$ cat src/rtl/gray_pkg.sv
// Shared constants and helpers for the parametrised Gray-code counter.
// Functions take a zero-extended vector of up to GRAY_MAX_W bits.
package gray_pkg;

    localparam int GRAY_MAX_W = 32;

    localparam logic DIR_UP   = 1'b0;
    localparam logic DIR_DOWN = 1'b1;

    function automatic logic [GRAY_MAX_W-1:0] bin2gray(input logic [GRAY_MAX_W-1:0] b);
        return b ^ (b >> 1);
    endfunction

    // Prefix XOR from the MSB; zero bits above the real width do not disturb the result.
    function automatic logic [GRAY_MAX_W-1:0] gray2bin(input logic [GRAY_MAX_W-1:0] g);
        logic [GRAY_MAX_W-1:0] b;
        logic                  acc;
        acc = 1'b0;
        b   = '0;
        for (int i = GRAY_MAX_W - 1; i >= 0; i--) begin
            acc  = acc ^ g[i];
            b[i] = acc;
        end
        return b;
    endfunction

endpackage

$ cat src/rtl/gray_counter_param_gray2bin_conv.sv
// Combinational Gray-to-binary converter of generic width (prefix XOR from the MSB).
module gray2bin_conv #(
    parameter int WIDTH = 3
) (
    input  logic [WIDTH-1:0] gray,
    output logic [WIDTH-1:0] bin
);

    logic acc;

    always_comb begin
        acc = 1'b0;
        bin = '0;
        for (int i = WIDTH - 1; i >= 0; i--) begin
            acc    = acc ^ gray[i];
            bin[i] = acc;
        end
    end

endmodule

$ cat src/rtl/gray_counter_param.sv
// Parametrised up/down Gray-code counter with load, sticky wrap flags and binary output.
// Define GRAY_COUNTER_SATURATE_EN to hold at the limits instead of wrapping around.
module gray_counter_param
    import gray_pkg::*;
#(
    parameter int               WIDTH      = 3,
    parameter logic [WIDTH-1:0] RESET_CODE = '0
) (
    input  logic             Clk,
    input  logic             Reset,
    input  logic             En,
    input  logic             Dir,
    input  logic             Load,
    input  logic [WIDTH-1:0] LoadCode,
    input  logic             ClrFlags,
    output logic [WIDTH-1:0] Output,
    output logic [WIDTH-1:0] Binary,
    output logic             Overflow,
    output logic             Underflow,
    output logic             Wrap
);

    localparam logic [WIDTH-1:0] BIN_MAX = '1;
    localparam logic [WIDTH-1:0] BIN_ONE = WIDTH'(1);

    logic [WIDTH-1:0] bin;
    logic [WIDTH-1:0] bin_nxt;
    logic [WIDTH-1:0] load_bin;
    logic [WIDTH-1:0] reset_bin;
    logic             ovf;
    logic             ovf_nxt;
    logic             unf;
    logic             unf_nxt;
    logic             wrap;
    logic             wrap_nxt;

    gray2bin_conv #(.WIDTH(WIDTH)) u_load_conv (
        .gray (LoadCode),
        .bin  (load_bin)
    );

    gray2bin_conv #(.WIDTH(WIDTH)) u_reset_conv (
        .gray (RESET_CODE),
        .bin  (reset_bin)
    );

    // A wrap in the same cycle as ClrFlags re-sets its own flag after the clear.
    always_comb begin
        bin_nxt  = bin;
        wrap_nxt = 1'b0;
        ovf_nxt  = ClrFlags ? 1'b0 : ovf;
        unf_nxt  = ClrFlags ? 1'b0 : unf;
        if (Load) begin
            bin_nxt = load_bin;
        end else if (En) begin
            case (Dir)
                DIR_UP: begin
                    if (bin == BIN_MAX) begin
                        ovf_nxt  = 1'b1;
                        wrap_nxt = 1'b1;
`ifdef GRAY_COUNTER_SATURATE_EN
                        bin_nxt  = bin;
`else
                        bin_nxt  = '0;
`endif
                    end else begin
                        bin_nxt = bin + BIN_ONE;
                    end
                end
                DIR_DOWN: begin
                    if (bin == '0) begin
                        unf_nxt  = 1'b1;
                        wrap_nxt = 1'b1;
`ifdef GRAY_COUNTER_SATURATE_EN
                        bin_nxt  = bin;
`else
                        bin_nxt  = BIN_MAX;
`endif
                    end else begin
                        bin_nxt = bin - BIN_ONE;
                    end
                end
            endcase
        end
    end

    always_ff @(posedge Clk) begin
        if (Reset) begin
            bin  <= reset_bin;
            ovf  <= 1'b0;
            unf  <= 1'b0;
            wrap <= 1'b0;
        end else begin
            bin  <= bin_nxt;
            ovf  <= ovf_nxt;
            unf  <= unf_nxt;
            wrap <= wrap_nxt;
        end
    end

    assign Binary    = bin;
    assign Output    = bin ^ (bin >> 1);
    assign Overflow  = ovf;
    assign Underflow = unf;
    assign Wrap      = wrap;

endmodule
$ cat config.mk
export PLATFORM = sky130hd
export DESIGN_NAME = gray_counter_param
export DESIGN_NICKNAME = d
export VERILOG_FILES = /design/src/rtl/gray_pkg.sv /design/src/rtl/gray_counter_param_gray2bin_conv.sv /design/src/rtl/gray_counter_param.sv
export SDC_FILE = /design/constraint.sdc
export NUM_CORES = 1
export LEC_CHECK = 0
export BUFFER_PORTS_ARGS = -buffer_cell sky130_fd_sc_hd__buf_2
export CAP_MARGIN = 15
export CORE_AREA = 2 2 39 41
export CTS_BUF_LIST = sky130_fd_sc_hd__clkbuf_16
export DETAILED_ROUTE_END_ITERATION = 8
export DIE_AREA = 0 0 41 43
export PLACE_DENSITY = 0.66
export SLEW_MARGIN = 20
export SYNTH_ARGS = -nofsm -noshare
export SYNTH_HDL_FRONTEND = slang
export SYNTH_SLANG_ARGS = --single-unit
$ cat constraint.sdc
create_clock -name Clk -period 4.1 [get_ports Clk]
set_clock_uncertainty 0.2 [all_clocks]
set_input_delay 0.41 -clock Clk [delete_from_list [all_inputs] [get_ports Clk]]
set_output_delay 0.41 -clock Clk [all_outputs]
set_load 0.02 [all_outputs]
==> results of run 1 <==
per-stage QoR:
stage          util [%]  std cells  worst slack [ns]
2_1_floorplan         -         47              2.34
6_report           42.4         82              2.31
3_3_place_gp       37.0         79              2.47
5_1_grt            42.4         82              2.24
4_1_cts            42.4         82              2.31
3_5_place_dp       37.0         79              2.42
cell usage after synthesis:
| cell type | instances | area (um^2) |
|---|---|---|
| a2111oi_2 | 1 | 15.0 |
| a211oi_1 | 1 | 7.51 |
| a21oi_1 | 4 | 20.0 |
| a311oi_1 | 1 | 8.76 |
| a311oi_2 | 1 | 15.0 |
| a32o_1 | 1 | 10.0 |
| and2_1 | 1 | 6.26 |
| and2b_2 | 1 | 8.76 |
| buf_4 | 1 | 7.51 |
| dfxtp_1 | 6 | 120 |
| ha_1 | 4 | 50.1 |
| inv_1 | 5 | 18.8 |
| nand2_1 | 2 | 7.51 |
| nand2b_1 | 2 | 12.5 |
| nand3b_1 | 1 | 7.51 |
| nor2_1 | 2 | 7.51 |
| nor2b_1 | 5 | 31.3 |
| nor3_1 | 1 | 5.00 |
| nor3b_1 | 1 | 7.51 |
| o221ai_1 | 1 | 8.76 |
| o22ai_1 | 1 | 6.26 |
| or3_1 | 1 | 6.26 |
| xor2_1 | 3 | 26.3 |
cells by family after synthesis:
| family | count (synthesis) |
|---|---|
| AO/OA/AOI/OAI | 11 |
| XOR/XNOR | 3 |
| adder cells (fa/ha/maj) | 4 |
| buffers and inverters | 6 |
| flip-flops | 6 |
| AND/OR/NAND/NOR | 17 |
layout make-up:
cell class / instances / area (um^2)
Tap cell: 16 / 20.0
Timing Repair Buffer: 17 / 85.1
Clock buffer: 3 / 75.1
Fill cell: 155 / 797
Sequential cell: 6 / 120
Inverter: 5 / 18.8
Multi-Input combinational cell: 35 / 268
where the power goes:
part	internal, uW	leakage (uW)	switching (uW)	total [uW]
clock	125	0.0000370	34.4	160
combinational	22.0	0.000190	30.5	52.5
sequential	62.2	0.0000492	4.42	66.6
final timing paths:
check | from | end | slack [ns] | cells past startpoint
max reg2reg | Binary[0]$_SDFFE_PP0P_ | Binary[2]$_SDFFE_PP0P_ | 2.41 | 5
max | Binary[0]$_SDFFE_PP0P_ | Output[0] | 2.31 | 3
min reg2reg | Overflow$_SDFF_PP0_ | Overflow$_SDFF_PP0_ | 0.40 | 3
min | Reset | Binary[1]$_SDFFE_PP0P_ | 0.24 | 2
worst register-to-register path, stage by stage (launching register included):
cell,delay [ns]
dfxtp_1,0.38
inv_1,0.08
ha_1,0.20
or3_1,0.36
a311oi_2,0.28
a2111oi_2,0.06
state kept, by name, summed over array words and instances (netlist names):
| name | cells |
|---|---|
| Binary | 3 |
| Underflow | 1 |
| Overflow | 1 |
| Wrap | 1 |
per-layer routing:
layer	wire, um	vias to the layer above	part of all wire [%]	global-route usage, %
met5	0	-	0	0
met2	484	11	51	19.4
li1	-	207	-	-
met3	63	2	6.7	8.38
met4	11	0	1.2	6.00
met1	381	194	40	13.8
==> metrics.md, run 1 <==
| Metric | Value |
|---|---|
| Slew headroom | 82.9% |
| Post-CTS sizing | 0 |
| Die Span X | 41 um |
| Crit path buffers/inverters | 2 |
| #FFs+latches synth | 6 |
| Worst IR Drop VDD | 0.289 mV |
| Num rows | 14 |
| Cell Area, Placed | 512 um^2 |
| Worst Hold Class | primary input to flip-flop |
| Top delay family on crit path | flip-flops |
| Die area | 0.00176 mm^2 |
| Max-cap violations | 0 |
| Number of antenna violations at the first check in global routing | 0 |
| DRT Pass-1 Iters | 4 |
| Most common cell after layout, fill and taps aside | buf_2 |
| I/O Buffers | 17 |
| Mean Syn Cell Area | 8.81 um^2 |
| Drt initial violations | 9 |
| Final setup violation count | 0 |
| Max-slew violations | 0 |
| Via-per-instance ratio | 5.05 |
| Leakage | 0.000276 uW |
| Cts hold-fix bufs | 0 |
| Main combinational cell family by area after synthesis | simple AND/OR/NAND/NOR gates |
| CTS Buf Count | 3 |
| Fin crit period | 1.79 ns |
| RSZ-0062 raised after global routing | false |
| Outcome | finished clean |
| Hold WS | 0.245 ns |
| Largest net degree at the start of global routing | 10 |
| Startpoint types | flip-flop |
| WP data required | 3.49 ns |
| CP Capture Type | output port |
| Setup TNS | 0 ns |
| Clock latency on the worst-skew pair | 0.23 ns |
| DRC | 0 |
| Drt wl/cell | 11.5 um |
| Grt ovf | 0 |
| Number of global-route vias before repair | 350 |
| Dpl hpwl | 735 um |
| Post-Synthesis Cells | 47 |
| Synth Warn # | 0 |
| I/O pin total | 18 |
| Cell Area, Synth | 414 um^2 |
| CP Max Fanout | 5 |
| Fin nets | 81 |
| CP max stage delay | 0.38 ns |
| Syn-to-layout area delta | 41.7% |
| Arr. time, crit path | 1.18 ns |
| Clock Sinks | 6 |
| Fin crit share | 43.6% |
| Sequence of cells on the critical path | inv_1 -> ha_1 -> buf_2 |
| CP Class | flip-flop to output port |
| Synth Area in Compound Gates | 22.1% |
| H-tree Lvls | 1 |
| Post CTS Setup Buffer Count | 0 |
| Fraction of the mapped netlist area in simple logic gates | 24.2% |
| Total wire length | 941 um |
| Total GRT Usage | 13.0% |
| Fmax | 0.559 GHz |
| Vias | 414 |
| Power Total | 279 uW |
| Routed Antenna Nets | 0 |
| Share of cells above drive strength 1 | 34.8% |
| ANT cells | 0 |
| Design area | 587 um^2 |
| CTS tree | yes |
| Worst-margin pin slew | 0.257 ns |
| Clock Tree Buf Depth | 2 |
| Multiplexer area fraction after synthesis | 0% |
| Clock-pin slew on the worst setup and hold paths | 0.04 ns |
| Root Driver | clkbuf_16 |
| RD Place Congestion | 0.757 |
| Net Count, Synth | 60 |
| Post-Synth Adder-Cell Area | 12.1% |
| Yosys cell types | 23 |
| Share of the yosys chip area belonging to registers | 29.0% |
| Final Hold Fails | 0 |
| XOR/XNOR Fraction of Synth Area | 6.34% |
| Critical-path top delay cell | dfxtp_1 |
| Core Region | 0.00138 mm^2 |
| Most frequent cells in the layout | buf_2 (17), dfxtp_1 (6), inv_1 (5), nor2b_1 (5) |
| Chip height | 43 um |
| First-pass GRT wire length | 1460 um |
| Starting Density | 29.9% |
| Cell Pwr Density | 475 mW/mm^2 |
(Power assumes the default switching activity.)
==> run 2: changes to the inputs <==
Settings changed: PLACE_DENSITY 0.66 to 0.68.
Clock period 4.1 ns to 1.6 ns, I/O delays scaled along.
==> metrics.md, run 2 (synthesis results as in run 1) <==
| Metric | Value |
|---|---|
| Outcome | finished clean |
| Top delay family on crit path | adder cells |
| Critical-path top delay cell | dfxtp_4 |
| Clock Tree Buf Depth | 2 (unchanged) |
| Pre-CTS setup slack | 0.00395 ns (-2.41 ns) |
| I/O Buffers | 17 (unchanged) |
| Max-cap violations | 0 (unchanged) |
| Internal Power | 547 uW (+160%) |
| Crit path buffers/inverters | 0 (-2) |
| Number of global-route vias before repair | 362 (+3.4%) |
| Seq pwr share | 23.4% (-0.5 points) |
| Syn-to-layout area delta | 50.8% |
| Worst-margin pin slew | 0.260 ns (+0.00391 ns) |
| Fin crit period | 1.58 ns |
| Final setup violation count | 0 (unchanged) |
| CTS Buf Count | 3 (unchanged) |
| CP Class | flip-flop to flip-flop |
| Cell Pwr Density | 1160 mW/mm^2 (+140%) |
| I/O pin total | 18 (unchanged) |
| Die Span X | 41 um (unchanged) |
| Clock Sinks | 6 (unchanged) |
| Hold-critical path depth | 3 (+1) |
| Total GRT Usage | 12.7% (-0.31 points) |
| Routed Antenna Nets | 0 (unchanged) |
| Worst R2R End | Binary[2]$_SDFFE_PP0P_ |
| Sequential Area | 128 um^2 (+6.2%) |
| Switch Pwr | 178 uW (+160%) |
| Via-per-instance ratio | 4.74 (-6.1%) |
| Clock-pin slew on the worst setup and hold paths | 0.04 ns (about the same) |
| Drt initial violations | 4 (-5) |
| Root Driver | clkbuf_16 |
| Share of cells above drive strength 1 | 40.6% (+5.7 points) |
| CP max stage delay | 0.34 ns (-0.04 ns) |
| H-tree Lvls | 1 (unchanged) |
| Sequence of cells on the critical path | ha_1 -> ha_1 -> nor2b_1 -> a311oi_2 -> a2111oi_2 |
| Max-slew violations | 0 (unchanged) |
| Largest net degree at the start of global routing | 9 (-1) |
| Most common cell after layout, fill and taps aside | buf_2 |
| Startpoint types | flip-flop |
| Drt wl/cell | 11.0 um (-4.2%) |
| Arr. time, crit path | 1.48 ns (+0.30 ns) |
| Max reg flops | 3 (unchanged) |
| Worst R2R Setup Slack | 0.02 ns (-2.39 ns) |
| Core Region | 0.00138 mm^2 (unchanged) |
| CTS tree | yes |
| Cell count of the worst reg-to-reg path | 5 (unchanged) |
| DRT Pass-1 Iters | 3 (-1) |
| Fmax | 0.634 GHz |
| RSZ-0062 raised after global routing | true |
| Fin nets | 83 (+2.5%) |
| RD Place Congestion | 0.726 (-4.1%) |
| Worst IR Drop VDD | 0.573 mV (+98%) |
| Reg-to-reg startpoint | Binary[0]$_SDFFE_PP0P_ |
| Sw Share | 24.6% (-0.28 points) |
| Worst path depth | 5 (+2) |
| First-pass GRT wire length | 1440 um (-0.89%) |
| Leakage | 0.000291 uW (+5.5%) |
| Chip height | 43 um (unchanged) |
| Number of antenna violations at the first check in global routing | 0 (unchanged) |
| Final core utilization | 45.1% (+2.7 points) |
| Worst Hold Class | primary input to flip-flop |
| CP Max Fanout | 5 (unchanged) |
| Final worst slack | 0.0224 ns (-2.29 ns) |
| WP data required | 1.50 ns (-1.99 ns) |
| ANT cells | 0 (unchanged) |
| Starting Density | 29.9% (unchanged) |
| Hold EP | Binary[2]$_SDFFE_PP0P_ |
| CP Capture Type | flip-flop |
| Filler instances | 144 (-7.1%) |
| Most frequent cells in the layout | buf_2 (17), inv_1 (6), nor2b_1 (5), dfxtp_1 (4), a21oi_1 (4) |
| Slew headroom | 82.6% (-0.27 points) |
| Clock latency on the worst-skew pair | 0.23 ns (about the same) |
| Vias | 403 (-2.7%) |
| Grt ovf | 0 (unchanged) |
| Combinational share of power | 20.2% (+1.4 points) |
| Dpl hpwl | 754 um (+2.6%) |
| Hold Path Origin | LoadCode[2] |
| DRC | 0 (unchanged) |
| Num rows | 14 (unchanged) |
| Setup TNS | 0 ns (unchanged) |
| Final Hold Fails | 0 (unchanged) |
| Clk network pwr share | 56.4% (-0.9 points) |
| Die area | 0.00176 mm^2 (unchanged) |
| Most used cell, CP | ha_1 |
| Fin crit share | 98.6% |
| Total wire length | 934 um (-0.74%) |
| Multi-input combinational cell area | 277 um^2 (+3.3%) |
## run 2: repair_timing
action	4_1_cts	5_1_grt
setup endpoints to repair	0	2
resized for setup	0	2
hold endpoints to repair	2	0
setup buffers	0	0
hold buffers	1	0
## run 2: power groups by stage
stage	registers, uW	clock network, uW	logic, uW
floorplan	183	0	81.3
CTS	169	420	144
global route	170	433	164
finish	169	409	147
global placement	171	0	139
detailed placement	172	0	141
## run 2: worst min-delay path, delay by kind of cell
kind	cells	cell delay (ns)
buffers and inverters	2	0.18
AO/OA/AOI/OAI	1	0.06
## run 2: how the worst max path moves through the flow
stage | from | endpoint
final | Binary[0]$_SDFFE_PP0P_ | Binary[2]$_SDFFE_PP0P_
after global routing | Binary[0]$_SDFFE_PP0P_ | Binary[2]$_SDFFE_PP0P_
after CTS | Binary[0]$_SDFFE_PP0P_ | Binary[2]$_SDFFE_PP0P_
after detailed placement | Binary[0]$_SDFFE_PP0P_ | Binary[2]$_SDFFE_PP0P_
after global placement | Binary[0]$_SDFFE_PP0P_ | Binary[2]$_SDFFE_PP0P_
after floorplan | Binary[0]$_SDFFE_PP0P_ | Binary[2]$_SDFFE_PP0P_
## run 2: routing by layer
| metal | vias up | global-route usage [%] | routed length [um] |
|---|---|---|---|
| li1 | 212 | - | - |
| met2 | 12 | 17.8 | 449 |
| met5 | - | 0 | 0 |
| met3 | 2 | 7.85 | 72 |
| met1 | 177 | 14.7 | 398 |
| met4 | 0 | 6.00 | 14 |
## run 2: layout make-up
class	count	share of cell area (%)
multi-input cells	35	44.3
flip-flops and latches	6	20.4
repair buffers	19	16.4
clock buffers	3	12.0
well taps	16	3.21
inverters	5	3.01
clock inverters	1	0.601
## run 2: stage by stage
step	total power (uW)	hold slack [ns]	cell area, um^2	cells
global route	767	0.0434	624	85
CTS	733	0.0267	616	85
global placement	311	0.215	527	80
floorplan	264	0.0194	422	47
detailed placement	313	0.217	527	80
finish	725	0.0248	624	85
